**config.mk**
```make
export PLATFORM = sky130hd
export DESIGN_NAME = bcd_2_dec_decoder
export DESIGN_NICKNAME = d
export VERILOG_FILES = /design/src/rtl/bcd_2_dec_decoder.sv
export SDC_FILE = /design/constraint.sdc
export NUM_CORES = 1
export LEC_CHECK = 0
export CAP_MARGIN = 0
export CORE_AREA = 8 8 45 47
export CTS_BUF_LIST = sky130_fd_sc_hd__clkbuf_16
export CTS_CLUSTER_DIAMETER = 60
export CTS_CLUSTER_SIZE = 40
export DETAILED_ROUTE_END_ITERATION = 10
export DIE_AREA = 0 0 53 55
export GPL_TIMING_DRIVEN = 0
export SETUP_SLACK_MARGIN = 0.5
export SYNTH_ARGS = -nofsm -noshare
export SYNTH_HDL_FRONTEND = slang
export SYNTH_SLANG_ARGS = --single-unit
export TNS_END_PERCENT = 5
```
**constraint.sdc**
```tcl
create_clock -name clk -period 0.8 [get_ports clk]
set_input_delay 0.12 -clock clk [delete_from_list [all_inputs] [get_ports clk]]
set_output_delay 0.12 -clock clk [all_outputs]
set_load 0.02 [all_outputs]
```
**src/rtl/bcd_2_dec_decoder.sv**
```systemverilog
// -----------------------------------------------------------------------------
// bcd_2_dec_decoder
//   Registered BCD-to-decimal (1-of-10) decoder. The 4-bit code {a,b,c,d}
//   (a = MSB) is sampled on every rising clk edge. One cycle later the code
//   appears as a one-hot 10-bit word on y. Codes 10..15 are not valid BCD:
//   for those, y is all zero and err is raised.
//
//   Optional feature: define BCD_2_DEC_ERRCNT_EN to add err_cnt. This is a
//   saturating counter of sampled invalid codes, and only rst_n clears it.
//
// Ports
//   clk      in   1          rising-edge clock
//   rst_n    in   1          asynchronous active-low reset
//   a,b,c,d  in   1 each     BCD digit, a = weight 8 ... d = weight 1
//   y        out  10         one-hot decimal output, y[n]=1 <=> code==n
//   err      out  1          registered code is 10..15
//   err_cnt  out  ERR_CNT_W  (BCD_2_DEC_ERRCNT_EN only) invalid-code count
//
// Interface timing: this block has no handshake. y, err and err_cnt are
// always valid, and each reflects the inputs sampled at the previous rising
// edge. While rst_n is low, all outputs are held at zero.
// -----------------------------------------------------------------------------
module bcd_2_dec_decoder #(
  parameter int ERR_CNT_W = 8
) (
  input  logic                 clk,
  input  logic                 rst_n,
  input  logic                 a,
  input  logic                 b,
  input  logic                 c,
  input  logic                 d,
  output logic [9:0]           y,
  output logic                 err
`ifdef BCD_2_DEC_ERRCNT_EN
  ,
  output logic [ERR_CNT_W-1:0] err_cnt
`endif
);

  // Reject an unusable counter width at elaboration time.
  if (ERR_CNT_W < 1) begin : g_bad_width
    $error("bcd_2_dec_decoder: ERR_CNT_W must be >= 1");
  end

  logic [3:0] w_code;
  logic [9:0] w_y_next;
  logic       w_err_next;

  logic [9:0] r_y;
  logic       r_err;

  assign w_code = {a, b, c, d};

  // Full case: any code that is not a decimal digit falls through to the
  // all-zero / error result, so y can never carry more than one set bit.
  always_comb begin
    w_y_next   = 10'b0;
    w_err_next = 1'b0;
    case (w_code)
      4'd0:    w_y_next = 10'b00_0000_0001;
      4'd1:    w_y_next = 10'b00_0000_0010;
      4'd2:    w_y_next = 10'b00_0000_0100;
      4'd3:    w_y_next = 10'b00_0000_1000;
      4'd4:    w_y_next = 10'b00_0001_0000;
      4'd5:    w_y_next = 10'b00_0010_0000;
      4'd6:    w_y_next = 10'b00_0100_0000;
      4'd7:    w_y_next = 10'b00_1000_0000;
      4'd8:    w_y_next = 10'b01_0000_0000;
      4'd9:    w_y_next = 10'b10_0000_0000;
      default: w_err_next = 1'b1;
    endcase
  end

  // Registering y and err here is what prevents input glitches between
  // edges from reaching the display drivers.
  always_ff @(posedge clk or negedge rst_n) begin
    if (!rst_n) begin
      r_y   <= 10'b0;
      r_err <= 1'b0;
    end else begin
      r_y   <= w_y_next;
      r_err <= w_err_next;
    end
  end

  assign y   = r_y;
  assign err = r_err;

`ifdef BCD_2_DEC_ERRCNT_EN
  logic [ERR_CNT_W-1:0] r_err_cnt;

  // Once the counter reaches all-ones it stops, so it never wraps to zero.
  always_ff @(posedge clk or negedge rst_n) begin
    if (!rst_n) begin
      r_err_cnt <= '0;
    end else if (w_err_next && (r_err_cnt != {ERR_CNT_W{1'b1}})) begin
      r_err_cnt <= r_err_cnt + ERR_CNT_W'(1);
    end
  end

  assign err_cnt = r_err_cnt;
`endif

endmodule

```
# Yosys cells after proc, flatten, opt, wreduce, memory -nomap -nowiden
# Cells that the tools add are included.
op_classes:
  n_addsub: 0
  multipliers: 0
  div: 0
  magnitude_cmp: 0
  eq_ne: 9
  n_shift: 0
  muxes: 2
  bitwise: 0
  n_reduce_logical: 2
ops:
  columns: ["operator", "n"]
  rows:
  - ["$pmux W10 S10", 1]
  - ["$eq A4 B3 Y1 const B", 4]
  - ["$reduce_or A10 Y1", 1]
  - ["$eq A4 B2 Y1 const B", 2]
  - ["$eq A4 B4 Y1 const B", 2]
  - ["$eq A4 B1 Y1 const B", 1]
  - ["$logic_not A4 Y1", 1]
  - ["$mux W1", 1]
word_totals:
  register_bits: 11
  latchBits: 0
  mem_bits_rw: 0
  mem_bits_ro: 0
  inputBits: 6
  wordCells: 15
  memories: 0

# Depth between registers and ports, before layout
# Gate-level depths: netlist (run 1).
depth:
  depth_word: 3
  ltp_mapped: 2
  ltp_nobuf: 1

# Worst setup path before layout (run 1)
# No wires, ideal clock.
synth_timing:
  kind: "input to register"
  startpoint: "in d"
  endpoint: "reg r_y[6] (netlist: y[6])"
  arrival_time_ps: 482
  t_required_ps: 679
  path_slack_ps: 196
  stages: 2
  n_path_buf: 1
  cell_sequence: "buf_4 and4bb_2"
synth_via:
  elab_chain_len: 2
  word_cells_on_any_way: 11
  cone_classes: "eq/ne: 9; mux: 1; reduce/logical: 1"
synth_rtl:
  columns: ["item", "line_no", "rtl"]
  rows:
  - ["start: declaration", "31", "input logic d,"]
  - ["$eq A4 B4 Y1, or another cell as far along", "59", "case (w_code)"]
  - ["$pmux W10 S10 (*)", "59", null]
  - ["named net w_y_next[6]", "46", "logic [9:0] w_y_next;"]
  - ["end signal: assignment", "81", "r_y <= w_y_next;"]
  - ["end: declaration", "49", "logic [9:0] r_y;"]
# The timed path passes the listed nets; every way through them passes the cells marked *.

# Final worst setup path (run 1)
layout_timing:
  startpoint: "reg r_err (netlist: err)"
  endpoint: "out err"
layout_lines:
  columns: ["item", "line_no", "rtl"]
  rows:
  - ["start: declaration", "50", "logic r_err;"]
  - ["start signal: assignment", "82", "r_err <= w_err_next;"]
  - ["end: declaration", "33", "output logic err"]
# No word-level cell between the ends.

==> metrics.yaml, run 1 <==
detailed_routing:
  vias: 319
  first_pass_iters: 2
  ant_nets: 0
  drt_iter0_drc: 1
  drc: 0
  wl_per_cell_um: 16.46
  vias_per_cell: 4.908
  wl_mm: 1.070
power:
  ir_drop_v: 0.001478
  intPower_mw: 1.386
  pwr-share-seq_pct: 33.2
  switching_share_pct: 20.76
  leakagePower_nw: 0.4118
  p_sw_mw: 0.3632
  clockPowerShare_pct: 51.9
  combPwrFrac_pct: 14.9
  power.density_nw_per_um2: 1995
  fin_total_pwr_mw: 1.750
global_route:
  grt_pass1_wl_mm: 1.828
  grt_max_degree: 12
  grt_pass1_vias: 384
  gr-total-overflow: 0
  grt_usage_pct: 8.669
  antenna_found_initial: 0
floorplan:
  num_rows: 14
  die_area_um2: 2915
  start_util_pct: 33.00
  die_y_um: 55
  core_um2: 1384
  ios: 17
  die_x_um: 53
logic_synthesis:
  ys_types: 8
  avgSynthCellArea_um2: 17.56
  ys_seq_elements: 11
  synth_area_um2: 456.7
  yosys_warnings: 0
  syn_inst: 26
  synth_top_area_share_pct: 60.27
  syn-num-nets: 32
  ys_top_cells_by_area: "dfrtp_1 (60%), nor4b_2 (13%), and4bb_2 (11%), buf_6 (7.4%), nor4_2 (2.7%)"
  ys_seq_area_share_pct: 60.27
  synth_largest_area_cell: "dfrtp_1"
clocking:
  htree_levels: 1
  clock-root-buffer: "clkbuf_16"
  cts.sinks: 11
  clk_pin_slew_ns: 0.04
  cts_max_path_buffers: 2
  tritoncts: "yes"
  numCtsBuffers: 3
worst_setup_path:
  cp.depth: 1
  worstSetupPathType: "flip-flop to output port"
  path_cells: "buf_2"
  required_ns: 0.68
  cp_num_buf_inv: 1
  endpoint_kind: "output port"
  startpoint: "err"
  critical_path_arrival_ns: 0.76
  cpMaxStageDelayCell: "dfrtp_1"
  critPathTopFamily: "flip-flops"
  max_stage_delay_ns: 0.36
  crit_end: "err"
  critPathLaunchType: "flip-flop"
  path_max_fanout: 1
timing:
  finalCriticalPeriod_ns: 0.8751
  setup_slack_ns: -0.07505
  setup_violations: 11
  hold_viol: 11
  timing.final.crit_share_pct: 109.4
  worst_pin_slew_ns: 0.2797
  rsz0062_at_grt: "yes"
  max_freq_ghz: 1.143
  holdWs_ns: -0.2472
  slew_headroom_pct: 81.35
  slew_viol_final: 0
layout:
  post-route-util_pct: 63.38
  final_common_cell: "dfrtp_1"
  syn_to_final_growth_pct: 92.05
  final_cell_mix: "dfrtp_1 (11), buf_6 (10), buf_8 (7)"
  drive_gt1_share_pct: 73.47
  nNetsFinal: 56
  antenna_cells: 0
worst_hold_path:
  hold_class: "input pin to asynchronous set/reset pin"
place:
  hpwl_um: 622.8
  routabilityCongestion: 0.6977
  dp_worst_setup_slack_ns: -0.3242
  numPortBuffers: 15
run:
  max_cap_viol_count: 0
status:
  outcome: "complete, but fails checks"
  failed_checks: "hold timing, setup timing"
[stage by stage]
stage,instances,setup TNS (ns),instance area [um2],hold WS (ns)
floorplan,26,0,475.5,-0.1756
global placement,57,-5.401,645.6,0.3158
detailed placement,57,-5.995,645.6,0.3232
CTS,65,-0.6430,833.3,-0.06727
global route,65,-0.7763,877.1,-0.2273
finish,65,-0.5989,877.1,-0.2472
[metal layers]
metal / vias up / GRT usage (%) / routed length (um)
met1: 159 / 8.294 / 409
met4: 0 / 6.466 / 23
met2: 15 / 14.65 / 531
met3: 3 / 3.743 / 105
met5: - / 0 / 0
li1: 142 / - / -
[synthesized netlist by cell type]
master    number
dfrtp_1       11
and4bb_2       4
nor4b_2        4
buf_6          3
and4b_1        1
buf_4          1
nor4_2         1
o21a_1         1
[cell families after synthesis]
kind of cell / count (synthesis) / synth area share [%]
simple gates: 10 / 29.04
buf+inv: 4 / 9.041
compound gates: 1 / 1.644
flops: 11 / 60.27
[sequential cells by signal (all words and copies together), names as in the netlist]
register  count
err           1
y            10
[layout make-up]
cell class	count	area, um2
clock inverter	1	5.005
buffer	4	60.06
clock buffer	3	75.07
fill	109	506.7
sequential	11	275.3
multi-input combinational	11	183.9
timing repair buffer	19	257.7
tap	16	20.02
[what timing repair did]
action,4_1_cts,5_1_grt
hold endpoints to repair,11,11
endpoints found under the setup margin,33,33
setup buffers,1,0
gates resized for setup,83,13
cloned,3,0
pin swaps,10,10
[worst min-delay path by stage]
| stage | from | end | slack [ns] | cells after the start |
|---|---|---|---|---|
| 6_report | rst_n | y[1] | -0.25 | 1 |
| 5_1_grt | rst_n | y[8] | -0.23 | 1 |
| 4_1_cts | rst_n | y[8] | -0.07 | 1 |
| 3_5_place_dp | d | y[0] | 0.32 | 2 |
| 3_3_place_gp | d | y[0] | 0.32 | 2 |
| 2_1_floorplan | rst_n | err | -0.18 | 0 |
[power by group through the flow]
stage	Combinational [mW]	Clock [mW]	Sequential (mW)
5_1_grt	0.275	0.948	0.582
4_1_cts	0.245	0.913	0.579
6_report	0.260	0.908	0.582
2_1_floorplan	0.0745	0	0.608
3_5_place_dp	0.174	0	0.586
3_3_place_gp	0.170	0	0.586
(Power assumes the default switching activity.)
==> run 2, diff against run 1 <==
- clock period: 0.8 -> 1.1 ns (I/O delays scaled with it)
==> metrics.yaml, run 2 (synthesis gave the netlist of run 1 again) <==
status:
  outcome: "completed"
global_route:
  grt_pass1_vias: 375  # -2.3%
  gr-total-overflow: 0  # unchanged
  grt_max_degree: 12  # unchanged
  grt_pass1_wl_mm: 1.807  # -1.1%
  antenna_found_initial: 0  # unchanged
  grt_usage_pct: 8.549  # -0.12 points
layout:
  final_common_cell: "dfrtp_1"
  post-route-util_pct: 60.94  # -2.4 points
  stdcell_count: 65  # unchanged
  antenna_cells: 0  # unchanged
  drive_gt1_share_pct: 65.31  # -8.2 points
  final_cell_mix: "dfrtp_1 (11), buf_6 (10), buf_8 (4), and4bb_2 (4)"
  largest_reg_flops: 10  # unchanged
  nNetsFinal: 56  # unchanged
  syn_to_final_growth_pct: 84.66
  fin_area_um2: 843.3  # -3.9%
timing:
  timing.final.crit_share_pct: 82.37
  rsz0062_at_grt: "yes"
  setup_violations: 0  # -11
  hold_viol: 0  # -11
  finalCriticalPeriod_ns: 0.9060
  worst_pin_slew_ns: 0.4834  # +0.2037 ns
  setup_total_negative_slack_ns: 0  # +0.5989 ns
  slew_viol_final: 0  # unchanged
  slew_headroom_pct: 67.67  # -14 points
  max_freq_ghz: 1.104
detailed_routing:
  vias_per_cell: 4.723  # -3.8%
  wl_per_cell_um: 15.80  # -4.0%
  ant_nets: 0  # unchanged
  drc: 0  # unchanged
  first_pass_iters: 2  # unchanged
  drt_iter0_drc: 2  # +1
  vias: 307  # -3.8%
  wl_mm: 1.027  # -4.0%
floorplan:
  die_y_um: 55  # unchanged
  num_rows: 14  # unchanged
  die_area_um2: 2915  # unchanged
  die_x_um: 53  # unchanged
  ios: 17  # unchanged
  core_um2: 1384  # unchanged
  start_util_pct: 33.00  # unchanged
worst_setup_path:
  required_ns: 0.94  # +0.26 ns
  path_cells: "buf_6"
  cp_num_buf_inv: 1  # unchanged
  critical_path_arrival_ns: 0.74  # -0.02 ns
  critPathTopFamily: "flip-flops"
  endpoint_kind: "output port"
  critPathLaunchType: "flip-flop"
  path_max_fanout: 1  # unchanged
  cpMaxStageDelayCell: "dfrtp_1"
  worstSetupPathType: "flip-flop to output port"
  max_stage_delay_ns: 0.37  # about the same
power:
  intPower_mw: 1.006  # -27%
  switching_share_pct: 19.53  # -1.2 points
  fin_total_pwr_mw: 1.250  # -29%
  power.density_nw_per_um2: 1482  # -26%
  leakagePower_nw: 0.4079  # -0.94%
  p_sw_mw: 0.2441  # -33%
  ir_drop_v: 0.001160  # -21%
  combPwrFrac_pct: 13.8  # -1.1 points
  clockPowerShare_pct: 52.4  # +0.5 points
  pwr-share-seq_pct: 33.8  # +0.6 points
clocking:
  cts.sinks: 11  # unchanged
  tritoncts: "yes"
  htree_levels: 1  # unchanged
  cts_max_path_buffers: 2  # unchanged
  clock-root-buffer: "clkbuf_16"
  clk_pin_slew_ns: 0.04  # about the same
  numCtsBuffers: 3  # unchanged
place:
  routabilityCongestion: 0.6977  # unchanged
  numPortBuffers: 15  # unchanged
  place_inst: 57  # unchanged
  place_area_um2: 645.6  # unchanged
  hpwl_um: 622.8  # unchanged
worst_hold_path:
  hold_class: "input pin to flip-flop"
run:
  max_cap_viol_count: 0  # unchanged
run 2: cell type report:
class / count / area (um2)
multi-input cells: 11 / 148.9
plain buffers: 4 / 60.06
repair buffers: 19 / 259.0
flip-flops and latches: 11 / 275.3
clock inverters: 1 / 5.005
well taps: 16 / 20.02
clock buffers: 3 / 75.07
fillers: 111 / 540.5
run 2: worst paths after layout:
path / startpoint / end / cells past startpoint
worst max-delay path: y[5] / y[5] / 1
worst min-delay path: d / y[2] / 2
max in group asynchronous: rst_n / y[4] / 1
min in group asynchronous: rst_n / y[6] / 1
run 2: timing repair:
action / 4_1_cts / 5_1_grt
resized for setup: 57 / 11
buffers inserted: 1 / 0
setup endpoints to repair: 33 / 33
hold buffers: 0 / 0
cloned: 3 / 0
run 2: power groups by stage:
stage               Clock, mW  Combinational (mW)  Sequential [mW]
floorplan                   0              0.0541            0.442
global placement            0               0.124            0.426
detailed placement          0               0.127            0.426
CTS                     0.664               0.165            0.421
global route            0.691               0.183            0.423
finish                  0.655               0.172            0.423
run 2: through the flow:
stage          hold slack [ns]  setup slack (ns)
2_1_floorplan          -0.1306            0.4926
3_3_place_gp            0.3608          -0.05541
3_5_place_dp            0.3682          -0.06917
4_1_cts                 0.1237            0.1927
5_1_grt                 0.1332            0.1815
6_report                0.1305            0.1940
run 2: routing by layer:
metal	routed length, um	part of all wire [%]	GRT usage [%]
met5	0	0	0
met4	19	1.9	6.466
met3	103	10	3.743
met2	515	50	14.26
met1	389	38	8.268
